--- src/rtl/uart_pkg.sv ---
// Shared UART definitions: parity mode codes, receiver state encoding and
// the 3-sample majority helper used by the oversampling front end.
package uart_pkg;

  localparam int PAR_NONE = 0;
  localparam int PAR_EVEN = 1;
  localparam int PAR_ODD  = 2;

  typedef enum logic [2:0] {
    RX_IDLE     = 3'd0,
    RX_START    = 3'd1,
    RX_DATA     = 3'd2,
    RX_PARITY   = 3'd3,
    RX_STOP     = 3'd4,
    RX_BRK_WAIT = 3'd5
  } rx_state_t;

  function automatic logic majority3(input logic a, input logic b, input logic c);
    return (a & b) | (a & c) | (b & c);
  endfunction

endpackage

--- src/rtl/uart_rx_sampler.sv ---
// Oversampling front end: synchronises the serial line, counts sample ticks
// within a bit period and votes the bit value from three mid-bit samples.
module uart_rx_sampler
  import uart_pkg::*;
#(
  parameter int OVERSAMPLE = 16
) (
  input  logic clk,
  input  logic rst,
  input  logic rx_in,
  input  logic sample_tick,
  input  logic restart,
  output logic rx_s,
  output logic rx_fall,
  output logic bit_strobe,
  output logic bit_val,
  output logic bit_end
);

  localparam int CW = $clog2(OVERSAMPLE);
  localparam logic [CW-1:0] SAMP_A = CW'(OVERSAMPLE / 2 - 1);
  localparam logic [CW-1:0] SAMP_B = CW'(OVERSAMPLE / 2);
  localparam logic [CW-1:0] SAMP_C = CW'(OVERSAMPLE / 2 + 1);
  localparam logic [CW-1:0] LAST   = CW'(OVERSAMPLE - 1);

  logic          rx_meta;
  logic          rx_prev;
  logic [CW-1:0] tick_cnt;
  logic          samp_a;
  logic          samp_b;

  // Two-flop synchroniser plus one delayed copy for falling-edge detection; idles high.
  always_ff @(posedge clk or posedge rst) begin
    if (rst) begin
      rx_meta <= 1'b1;
      rx_s    <= 1'b1;
      rx_prev <= 1'b1;
    end else begin
      rx_meta <= rx_in;
      rx_s    <= rx_meta;
      rx_prev <= rx_s;
    end
  end

  assign rx_fall = rx_prev & ~rx_s;

  // Position within the current bit period; restart realigns it to a new state.
  always_ff @(posedge clk or posedge rst) begin
    if (rst) begin
      tick_cnt <= '0;
    end else if (restart) begin
      tick_cnt <= '0;
    end else if (sample_tick) begin
      tick_cnt <= (tick_cnt == LAST) ? '0 : tick_cnt + CW'(1);
    end
  end

  // Capture the first two mid-bit samples; the third is taken live at the vote.
  always_ff @(posedge clk or posedge rst) begin
    if (rst) begin
      samp_a <= 1'b1;
      samp_b <= 1'b1;
    end else if (sample_tick) begin
      if (tick_cnt == SAMP_A) samp_a <= rx_s;
      if (tick_cnt == SAMP_B) samp_b <= rx_s;
    end
  end

  assign bit_strobe = sample_tick && (tick_cnt == SAMP_C);
  assign bit_val    = majority3(samp_a, samp_b, rx_s);
  assign bit_end    = sample_tick && (tick_cnt == LAST);

endmodule

--- src/rtl/uart_rx_os.sv ---
// Oversampling UART receiver: frame FSM with parity, framing and break
// checks feeding a one-entry valid/ready holding register.
module uart_rx_os
  import uart_pkg::*;
#(
  parameter int DATA_WIDTH = 8,
  parameter int PARITY     = 0,
  parameter int STOP_BITS  = 1,
  parameter int OVERSAMPLE = 16
) (
  input  logic                  clk,
  input  logic                  rst,
  input  logic                  rx_in,
  input  logic                  sample_tick,
  output logic [DATA_WIDTH-1:0] data_out,
  output logic                  data_valid,
  input  logic                  data_ready,
  output logic                  parity_err,
  output logic                  frame_err,
  output logic                  overrun_err,
  output logic                  break_det,
  output logic                  busy
);

  localparam int BW = $clog2(DATA_WIDTH + 1);

  rx_state_t             state;
  rx_state_t             state_nxt;
  logic [BW-1:0]         bit_cnt;
  logic [DATA_WIDTH-1:0] shreg;
  logic                  par_bad;
  logic                  frame_bad;
  logic                  all_zero;
  logic                  stop_idx;
  logic                  rx_s;
  logic                  rx_fall;
  logic                  bit_strobe;
  logic                  bit_val;
  logic                  bit_end;
  logic                  restart;
  logic                  last_stop;
  logic                  stop_done;
  logic                  brk_hit;
  logic                  commit;

  uart_rx_sampler #(
    .OVERSAMPLE(OVERSAMPLE)
  ) u_sampler (
    .clk        (clk),
    .rst        (rst),
    .rx_in      (rx_in),
    .sample_tick(sample_tick),
    .restart    (restart),
    .rx_s       (rx_s),
    .rx_fall    (rx_fall),
    .bit_strobe (bit_strobe),
    .bit_val    (bit_val),
    .bit_end    (bit_end)
  );

  assign last_stop = (STOP_BITS == 1) || stop_idx;
  assign stop_done = (state == RX_STOP) && bit_strobe && last_stop;
  assign brk_hit   = stop_done && all_zero && !bit_val;
  assign commit    = stop_done && !brk_hit;
  assign restart   = (state_nxt != state);
  assign busy      = (state != RX_IDLE);

  // Frame sequencing; the final stop bit exits at its vote so the next start edge is caught early.
  always_comb begin
    state_nxt = state;
    case (state)
      RX_IDLE:     if (rx_fall) state_nxt = RX_START;
      RX_START: begin
        if (bit_strobe && bit_val) state_nxt = RX_IDLE;
        else if (bit_end)          state_nxt = RX_DATA;
      end
      RX_DATA: begin
        if (bit_end && (bit_cnt == BW'(DATA_WIDTH)))
          state_nxt = (PARITY != PAR_NONE) ? RX_PARITY : RX_STOP;
      end
      RX_PARITY:   if (bit_end) state_nxt = RX_STOP;
      RX_STOP:     if (stop_done) state_nxt = brk_hit ? RX_BRK_WAIT : RX_IDLE;
      RX_BRK_WAIT: if (rx_s) state_nxt = RX_IDLE;
      default:     state_nxt = RX_IDLE;
    endcase
  end

  // Per-frame datapath: shift data, evaluate parity, collect stop errors and track an all-zero frame.
  always_ff @(posedge clk or posedge rst) begin
    if (rst) begin
      state     <= RX_IDLE;
      bit_cnt   <= '0;
      shreg     <= '0;
      par_bad   <= 1'b0;
      frame_bad <= 1'b0;
      all_zero  <= 1'b1;
      stop_idx  <= 1'b0;
    end else begin
      state <= state_nxt;
      case (state)
        RX_IDLE: begin
          bit_cnt   <= '0;
          par_bad   <= 1'b0;
          frame_bad <= 1'b0;
          all_zero  <= 1'b1;
          stop_idx  <= 1'b0;
        end
        RX_DATA: begin
          if (bit_strobe) begin
            shreg   <= {bit_val, shreg[DATA_WIDTH-1:1]};
            bit_cnt <= bit_cnt + BW'(1);
            if (bit_val) all_zero <= 1'b0;
          end
          if (state_nxt != RX_DATA) bit_cnt <= '0;
        end
        RX_PARITY: begin
          if (bit_strobe) begin
            par_bad <= (PARITY == PAR_ODD) ? ~(^shreg ^ bit_val) : (^shreg ^ bit_val);
            if (bit_val) all_zero <= 1'b0;
          end
        end
        RX_STOP: begin
          if (bit_strobe && !bit_val) frame_bad <= 1'b1;
          if (bit_strobe && bit_val)  all_zero  <= 1'b0;
          if (bit_end)                stop_idx  <= 1'b1;
        end
        default: ;
      endcase
    end
  end

  // Holding register: a commit lands if the slot is free or being drained this cycle, otherwise it is dropped.
  always_ff @(posedge clk or posedge rst) begin
    if (rst) begin
      data_out    <= '0;
      data_valid  <= 1'b0;
      parity_err  <= 1'b0;
      frame_err   <= 1'b0;
      overrun_err <= 1'b0;
      break_det   <= 1'b0;
    end else begin
      overrun_err <= 1'b0;
      break_det   <= brk_hit;
      if (commit && (!data_valid || data_ready)) begin
        data_out   <= shreg;
        parity_err <= par_bad;
        frame_err  <= frame_bad | ~bit_val;
        data_valid <= 1'b1;
      end else begin
        if (commit) overrun_err <= 1'b1;
        if (data_valid && data_ready) data_valid <= 1'b0;
      end
    end
  end

endmodule

--- config.mk ---
export PLATFORM = sky130hd
export DESIGN_NAME = uart_rx_os
export DESIGN_NICKNAME = d
export VERILOG_FILES = /design/src/rtl/uart_pkg.sv /design/src/rtl/uart_rx_sampler.sv /design/src/rtl/uart_rx_os.sv
export SDC_FILE = /design/constraint.sdc
export NUM_CORES = 1
export LEC_CHECK = 0
export ABC_AREA = 1
export CAP_MARGIN = 15
export CELL_PAD_IN_SITES_DETAIL_PLACEMENT = 1
export CELL_PAD_IN_SITES_GLOBAL_PLACEMENT = 1
export CORE_MARGIN = 2
export CORE_UTILIZATION = 30
export DETAILED_ROUTE_END_ITERATION = 10
export GPL_TIMING_DRIVEN = 1
export HOLD_SLACK_MARGIN = 0.06
export PLACE_DENSITY = 0.63
export SYNTH_ARGS = -nofsm -noshare
export SYNTH_HDL_FRONTEND = slang
export SYNTH_SLANG_ARGS = --single-unit
--- constraint.sdc ---
create_clock -name clk -period 2.3 [get_ports clk]
set_input_delay 0.46 -clock clk [delete_from_list [all_inputs] [get_ports clk]]
set_output_delay 0.46 -clock clk [all_outputs]
set_load 0.03 [all_outputs]
Word level (Yosys, flattened, before mapping):

Cells that the tools add are included.

* $add $sub $neg: 2
* $mul: 0
* div/mod/pow operators: 0
* order comparisons: 0
* equality and inequality tests: 18
* shift operators: 0
* multiplexer cells: 27
* bitwise gates (word level): 10
* reductions and logical operators: 32

Operators by type and width (count)
* 2-to-1 mux 3 bit: 8
* 2-to-1 mux 4 bit: 5
* case mux 3 bit (6 select lines): 1
* == test 4 bit (second input constant): 4
* AND reduction 2 bit: 6
* logical AND 1 bit: 11
* nonzero test 2 bit: 5
* 2-to-1 mux 1 bit: 9
* adder 4 x 1 -> 4 bit (second input constant): 2
* != test 2 x 1 -> 1 bit (second input constant): 4
* case mux 4 bit (2 select lines): 1
* parity 8 bit: 1
* == test 3 x 2 -> 1 bit (second input constant): 2
* == test 3 bit (second input constant): 2
* nonzero test 3 bit: 2
* bitwise AND 1 bit: 4
* == test 4 x 3 -> 1 bit (second input constant): 1
* case mux 1 bit (2 select lines): 2
* AND reduction 4 bit: 1
* == test 3 x 1 -> 1 bit (second input constant): 1
* zero test 1 bit: 3
* zero test 3 bit: 1
* != test 3 x 2 -> 1 bit (second input constant): 1
* != test 3 bit: 1
* 8 further kinds: 11

* register bits after elaboration: 40
* bits in latches: 0
* memory bits (writable): 0
* ROM bits: 0
* input port bits: 5
* output and inout bits: 14
* word-level logic and storage cells: 107
* memories: 0

Logic depth before layout (Yosys ltp):

Gate-level depths: netlist of run 1.

* depth after elaboration: 11
* gate-level depth with buffers: 14
* gate-level depth less buffers: 14

By module:

Synthesis of run 1 repeated with hierarchy kept, for this count alone.

* cell total of the unflattened synthesis: 283
* area total of the unflattened synthesis: 2185.8 um2

By module, submodules not included
* uart_rx_os: instances 1, cells an instance 232, area each 1732.9 um2
* uart_rx_sampler: instances 1, cells an instance 51, area each 452.9 um2

Least setup slack after synthesis of run 1:

Ideal clock, no wire load.

* path type: register -> register
* from: reg u_sampler.tick_cnt[1]
* to: reg data_out[6]
* data arrival time: 1.478 ns
* path slack: 0.703 ns
* cell stages (with the launch flop): 13
* path buffers: 1
* path through: dfrtp_1 inv_1 ha_1 inv_1 nor2_1 nand2_2 nor2_4 o21ai_2 nor2_4 inv_2 buf_6 nand2_1 o21ai_2

* word-level cells in the longest chain between the ends: 8

Ends and longest elaborated chain
* start: declaration: line uart_rx_sampler.sv:28 `logic [CW-1:0] tick_cnt;`
* start signal: assignment: line uart_rx_sampler.sv:54 `tick_cnt <= (tick_cnt == LAST) ? '0 : tick_cnt + CW'(1);`
* == test 4 bit (*): line uart_rx_sampler.sv:69 `assign bit_strobe = sample_tick && (tick_cnt == SAMP_C);`
* logical AND 1 bit (*): line uart_rx_sampler.sv:69
* logical AND 1 bit (*): line uart_rx_os.sv:62 `assign stop_done = (state == RX_STOP) && bit_strobe && last_stop;`
* logical AND 1 bit (2 in a row): line uart_rx_os.sv:63 `assign brk_hit = stop_done && all_zero && !bit_val;`
* zero test 1 bit: line uart_rx_os.sv:64 `assign commit = stop_done && !brk_hit;`
* logical AND 1 bit (*): line uart_rx_os.sv:64
* logical AND 1 bit (*): line uart_rx_os.sv:144 `if (commit && (!data_valid || data_ready)) begin`
* end signal: assignment: line uart_rx_os.sv:145 `data_out <= shreg;`
* end: declaration: line uart_rx_os.sv:15 `output logic [DATA_WIDTH-1:0] data_out,`

Every way passes the cells marked *; elsewhere a longest branch is shown, timed or not.
A chain may end at the register's enable or synchronous reset.

Worst setup path after layout of run 1:

* from: reg state[0]
* to: out busy

* word-level cells in the longest chain between the ends: 1

Ends and longest elaborated chain
* start: declaration: line uart_rx_os.sv:27 `rx_state_t state;`
* start signal: assignment: line uart_rx_os.sv:99 `state <= state_nxt;`
* nonzero test 3 bit: line uart_rx_os.sv:66 `assign busy = (state != RX_IDLE);`
* end: declaration: line uart_rx_os.sv:22 `output logic busy`

No other way between the ends.

==> results.cfg, run 1 <==
[job]
maxCapViolations = 0

[clock_tree]
hold_buffers = 0
htree_num_levels = 2
cts_buffer_depth = 2
clk_pin_slew_worst_paths_ns = 0.08
numCtsBuffers = 5
cts_root_buf = clkbuf_8
insertion_delay_ns = 0.29
cts.sinks = 40
cts_tree = yes
cts_resized = 0
cts_setup_buffers = 0

[global_route]
grt_pass1_wl_mm = 7.638
first_global_vias = 1689
grt_max_degree = 41
antenna_found_initial = 0
overflow = 0
grtUsageTotal = 0.1281

[pwr]
p_sw_mw = 0.7698
p_sw_frac = 0.3828
p_int_mw = 1.241
clockPowerShare = 0.247
combPwrFrac = 0.333
power_mw = 2.011
p_leak_nw = 1.221
p_seq_frac = 0.420
power_density_mw_per_mm2 = 817.5
worst_ir_drop_vdd_mv = 0.4753

[hold_path]
holdPathEnd = u_sampler.rx_s$_DFF_PP1_
min_from = u_sampler.rx_meta$_DFF_PP1_
hp-class = flip-flop to flip-flop
hold_depth = 0

[yosys]
syn_avg_cell_area_sq_um = 8.336
synth_nets = 259
synth_seq_cells = 40
synth_cell_types = 27
yosysWarnings = 0
syn_inst = 249
synth.yosys.seq_area_share = 0.4858
syn-cell-area_sq_mm = 0.002076

[routing]
routed-wl-met3_microns = 99
dr_wl_met2_mm = 2.077
route.detailed.drc = 0
wl_per_cell_microns = 12.02
drt-met1-wl_mm = 2.047
via_count = 1612
top_layer = met4
final_antenna_net_count = 0
routed_via_density = 4.528
firstDrtPassIters = 2
wl_mm = 4.278
drt-initial-drc-count = 55

[placement]
placed_area_sq_mm = 0.002362
post-dp-hpwl_mm = 3.351
place_ws_ns = 0.1582
gp_congestion = 0.7704
port_buffers = 18
placedCellCount = 348

[setup_path]
crit_fanout = 5
startpoint_type = flip-flop
arrival_ns = 1.67
rrSetupSlack_ns = 0.56
critPathCaptureType = output pin
r2r_start = u_sampler.tick_cnt[1]$_DFFE_PP0P_
rr_worst_depth = 13
rr_endpoint = u_sampler.tick_cnt[1]$_DFFE_PP0P_
worst-setup-path-type = flip-flop to output pin
required_ns = 1.84

[cells_and_area]
nets = 285
final_cell_mix = nand2_1 (65), inv_1 (34), dfrtp_1 (34)
final_common_cell = nand2_1
multi_input_area_sq_um = 897.1
seqCellArea_sq_mm = 0.001008
antennaDiodeCount = 0
final_cells = 356
fillCellCount = 820
finalInstanceArea_sq_mm = 0.002460
drive_gt1_frac = 0.1812
areaGrowthSynthToFinish_pct = 18.51

[floorplanning]
rows = 30
die_area_sq_mm = 0.007600
die_h_microns = 87.18
top_level_ports = 19
core_sq_mm = 0.006756
initial_core_util = 0.3072
die_w_microns = 87.18

[sta]
fin_crit_ns = 2.132
period_share = 0.9271
hold_violations = 0
slew_violations = 0
max_slew_margin = 0.6520
max_freq_mhz = 469.0
setup-violations-final = 0
rsz0062_at_grt = no
skew_ns = 0.005751
tns_ns = 0
setup_ws_ns = 0.1678
worstMarginPinSlew_ns = 0.5220

[run_status]
status = completed
[routing by layer]
layer,up-vias,GRT usage
li1,825,-
met1,768,0.1648
met2,14,0.2158
met3,5,0.02844
met4,0,0.03776
met5,-,0
[through the flow]
| stage | utilization | hold WS (ns) |
|---|---|---|
| after floorplan | - | 0.3452 |
| after global placement | 0.3496 | 0.3496 |
| after detailed placement | 0.3496 | 0.3514 |
| after CTS | 0.3641 | 0.3557 |
| after global routing | 0.3641 | 0.3628 |
| final | 0.3641 | 0.3546 |
[cell families (layout without fill, tap and decap cells)]
logic type	after synthesis	after routing	share of synthesized area
simple gates	123	123	0.2749
buf+inv	43	70	0.08198
flops	40	40	0.4858
compound gates	29	29	0.08921
xor+xnor	9	9	0.03797
fa+ha+maj	5	5	0.03014
[power by group through the flow]
| stage | sequential [mW] | combinational (mW) | clock (mW) |
|---|---|---|---|
| 2_1_floorplan | 0.841 | 0.505 | 0 |
| 3_3_place_gp | 0.857 | 0.664 | 0 |
| 3_5_place_dp | 0.859 | 0.678 | 0 |
| 4_1_cts | 0.845 | 0.682 | 0.527 |
| 5_1_grt | 0.855 | 0.770 | 0.546 |
| 6_report | 0.845 | 0.669 | 0.497 |
[flip-flops by register name, indices dropped and copies added (netlist names)]
| signal | cells |
|---|---|
| u_sampler.samp_b | 1 |
| u_sampler.samp_a | 1 |
| overrun_err | 1 |
| u_sampler.rx_meta | 1 |
| u_sampler.tick_cnt | 4 |
| frame_err | 1 |
| all_zero | 1 |
| par_bad | 1 |
| data_out | 8 |
| u_sampler.rx_s | 1 |
| shreg | 8 |
| u_sampler.rx_prev | 1 |
| state | 3 |
| bit_cnt | 4 |
| parity_err | 1 |
| data_valid | 1 |
| break_det | 1 |
| frame_bad | 1 |
[worst max path at each step]
stage | from | endpoint | slack, ns | depth (start not counted)
2_1_floorplan | u_sampler.tick_cnt[1]$_DFFE_PP0P_ | data_out[6]$_DFFE_PP0P_ | 0.70 | 12
3_3_place_gp | sample_tick | u_sampler.tick_cnt[1]$_DFFE_PP0P_ | 0.17 | 12
3_5_place_dp | sample_tick | bit_cnt[1]$_DFFE_PP0P_ | 0.16 | 12
4_1_cts | state[0]$_DFF_PP0_ | busy | 0.14 | 3
5_1_grt | state[0]$_DFF_PP0_ | busy | 0.10 | 3
6_report | state[0]$_DFF_PP0_ | busy | 0.17 | 3
[final cells by class]
type / count / area share
clock buffers: 6 / 0.03357
clock inverters: 2 / 0.006104
inverters: 41 / 0.06256
multi-input cells: 166 / 0.3647
flip-flops and latches: 40 / 0.4100
well taps: 80 / 0.04069
repair buffers: 21 / 0.08240
[critical path, stage by stage, from the launching register on]
cell,delay (ns)
dfrtp_1,0.43
nor2_2,0.18
nand2_1,0.15
clkdlybuf4s50_1,0.63
[Yosys cell counts (all sizes together)]
library cell	count	area share
nand2	72	0.14
xor2	4	0.017
ha	5	0.030
a22oi	1	0.0036
inv	41	0.074
or2	1	0.0030
o21ai	22	0.069
buf	2	0.0078
o22ai	1	0.0030
dfstp	6	0.076
nand3b	1	0.0036
nand3	17	0.046
a31oi	2	0.0060
nor3	1	0.0024
nand4	4	0.012
a21oi	3	0.0072
xnor2	5	0.021
dfrtp	34	0.41
nor2	27	0.067
Note: power is estimated with default switching activity, not from simulation.
==> inputs of run 2 (changes only) <==
MAX_ROUTING_LAYER = met4   (was default)
PLACE_DENSITY = 0.62   (was 0.63)
==> results.cfg, run 2 (same netlist as run 1, synthesis figures left out) <==
[run_status]
status = completed

[cells_and_area]
final_common_cell = nand2_1
reg.largest.list = data_out x8, shreg x8
finalInstanceArea_sq_mm = 0.002484
areaGrowthSynthToFinish_pct = 19.65
antennaDiodeCount = 0
nets = 285
drive_gt1_frac = 0.1812
final_cell_mix = nand2_1 (65), inv_1 (34), dfrtp_1 (34)

[floorplanning]
die_area_sq_mm = 0.007600
die_h_microns = 87.18
core_sq_mm = 0.006756
die_w_microns = 87.18
initial_core_util = 0.3072
rows = 30
top_level_ports = 19

[clock_tree]
cts_tree = yes
htree_num_levels = 2
clk_pin_slew_worst_paths_ns = 0.08
numCtsBuffers = 5
insertion_delay_ns = 0.30
cts_setup_buffers = 0
cts_buffer_depth = 2
hold_buffers = 0
cts_resized = 0
cts.sinks = 40
cts_root_buf = clkbuf_8

[sta]
hold_violations = 0
fin_crit_ns = 2.136
worstMarginPinSlew_ns = 0.5245
tns_ns = 0
max_slew_margin = 0.6504
skew_ns = 0.006527
max_freq_mhz = 468.1
setup-violations-final = 0
rsz0062_at_grt = no
slew_violations = 0
period_share = 0.9289
hold_slack_ns = 0.3586

[setup_path]
worst-setup-path-type = flip-flop to output pin
critPathCaptureType = output pin
rr_worst_depth = 13
crit_fanout = 5
arrival_ns = 1.68
required_ns = 1.84
r2r_start = u_sampler.tick_cnt[1]$_DFFE_PP0P_
startpoint = state[0]$_DFF_PP0_
rrSetupSlack_ns = 0.58
rr_endpoint = u_sampler.tick_cnt[0]$_DFFE_PP0P_
endpoint = busy
startpoint_type = flip-flop

[routing]
wl_mm = 4.309
wl_per_cell_microns = 12.10
firstDrtPassIters = 4
via_count = 1596
route.detailed.drc = 0
drt-initial-drc-count = 82
routed_via_density = 4.483
final_antenna_net_count = 0

[pwr]
worst_ir_drop_vdd_mv = 0.5321
p_leak_nw = 1.239
power_density_mw_per_mm2 = 852.4

[placement]
gp_congestion = 0.7589
post-dp-hpwl_mm = 3.215
port_buffers = 18
placed_area_sq_mm = 0.002362

[hold_path]
min_from = u_sampler.rx_meta$_DFF_PP1_
hp-class = flip-flop to flip-flop
hold_depth = 0

[job]
maxCapViolations = 0

[global_route]
grt_max_degree = 41
overflow = 0
antenna_found_initial = 0
first_global_vias = 1595
grtUsageTotal = 0.1315
grt_pass1_wl_mm = 7.445
run 2: cell types whose count changed in the layout (fill, tap and decap cells not counted):
cell	change
bufinv_16	+1
clkinv_4	+1
clkinvlp_4	-2
run 2: report_power, final:
group | leakage (nW) | switching [mW] | internal, mW | total (mW)
combinational | 0.687 | 0.445 | 0.214 | 0.658
sequential | 0.490 | 0.0600 | 0.783 | 0.843
clock | 0.0614 | 0.260 | 0.355 | 0.615
total | 1.24 | 0.765 | 1.35 | 2.12
run 2: layout make-up:
type                    instances  area, sq um
clock buffers                   6        82.58
clock inverters                 2        38.79
fillers                       819         4273
inverters                      41        153.9
multi-input cells             166        897.1
flip-flops and latches         40         1008
well taps                      80        100.1
repair buffers                 21        202.7
run 2: through the flow:
stage | utilization | total power, mW | cells | setup WS, ns
after global placement | 0.3496 | 1.524 | 348 | 0.1685
after floorplan | - | 1.345 | 249 | 0.7031
after CTS | 0.3676 | 2.163 | 356 | 0.1394
after global routing | 0.3676 | 2.288 | 356 | 0.1108
after detailed placement | 0.3496 | 1.527 | 348 | 0.1725
final | 0.3676 | 2.117 | 356 | 0.1635
run 2: worst max-delay path, stage by stage, from the launching register on:
cell and delay [ns]:
dfrtp_1 0.43, nor2_2 0.17, nand2_1 0.15, clkdlybuf4s50_1 0.63
run 2: worst min-delay path by stage:
stage | end | slack [ns]
after floorplan | u_sampler.rx_s$_DFF_PP1_ | 0.35
final | u_sampler.rx_s$_DFF_PP1_ | 0.36
after global placement | u_sampler.rx_s$_DFF_PP1_ | 0.35
after detailed placement | u_sampler.rx_s$_DFF_PP1_ | 0.35
after global routing | u_sampler.rx_s$_DFF_PP1_ | 0.36
after CTS | u_sampler.rx_s$_DFF_PP1_ | 0.36
run 2: per-layer routing:
layer  GRT usage  up-vias  wire length [microns]
met5           -        -                      0
met4     0.05874        0                     95
met3     0.02844        8                    101
met2      0.2054       16                   2060
met1      0.1636      746                   2052
li1            -      826                      -
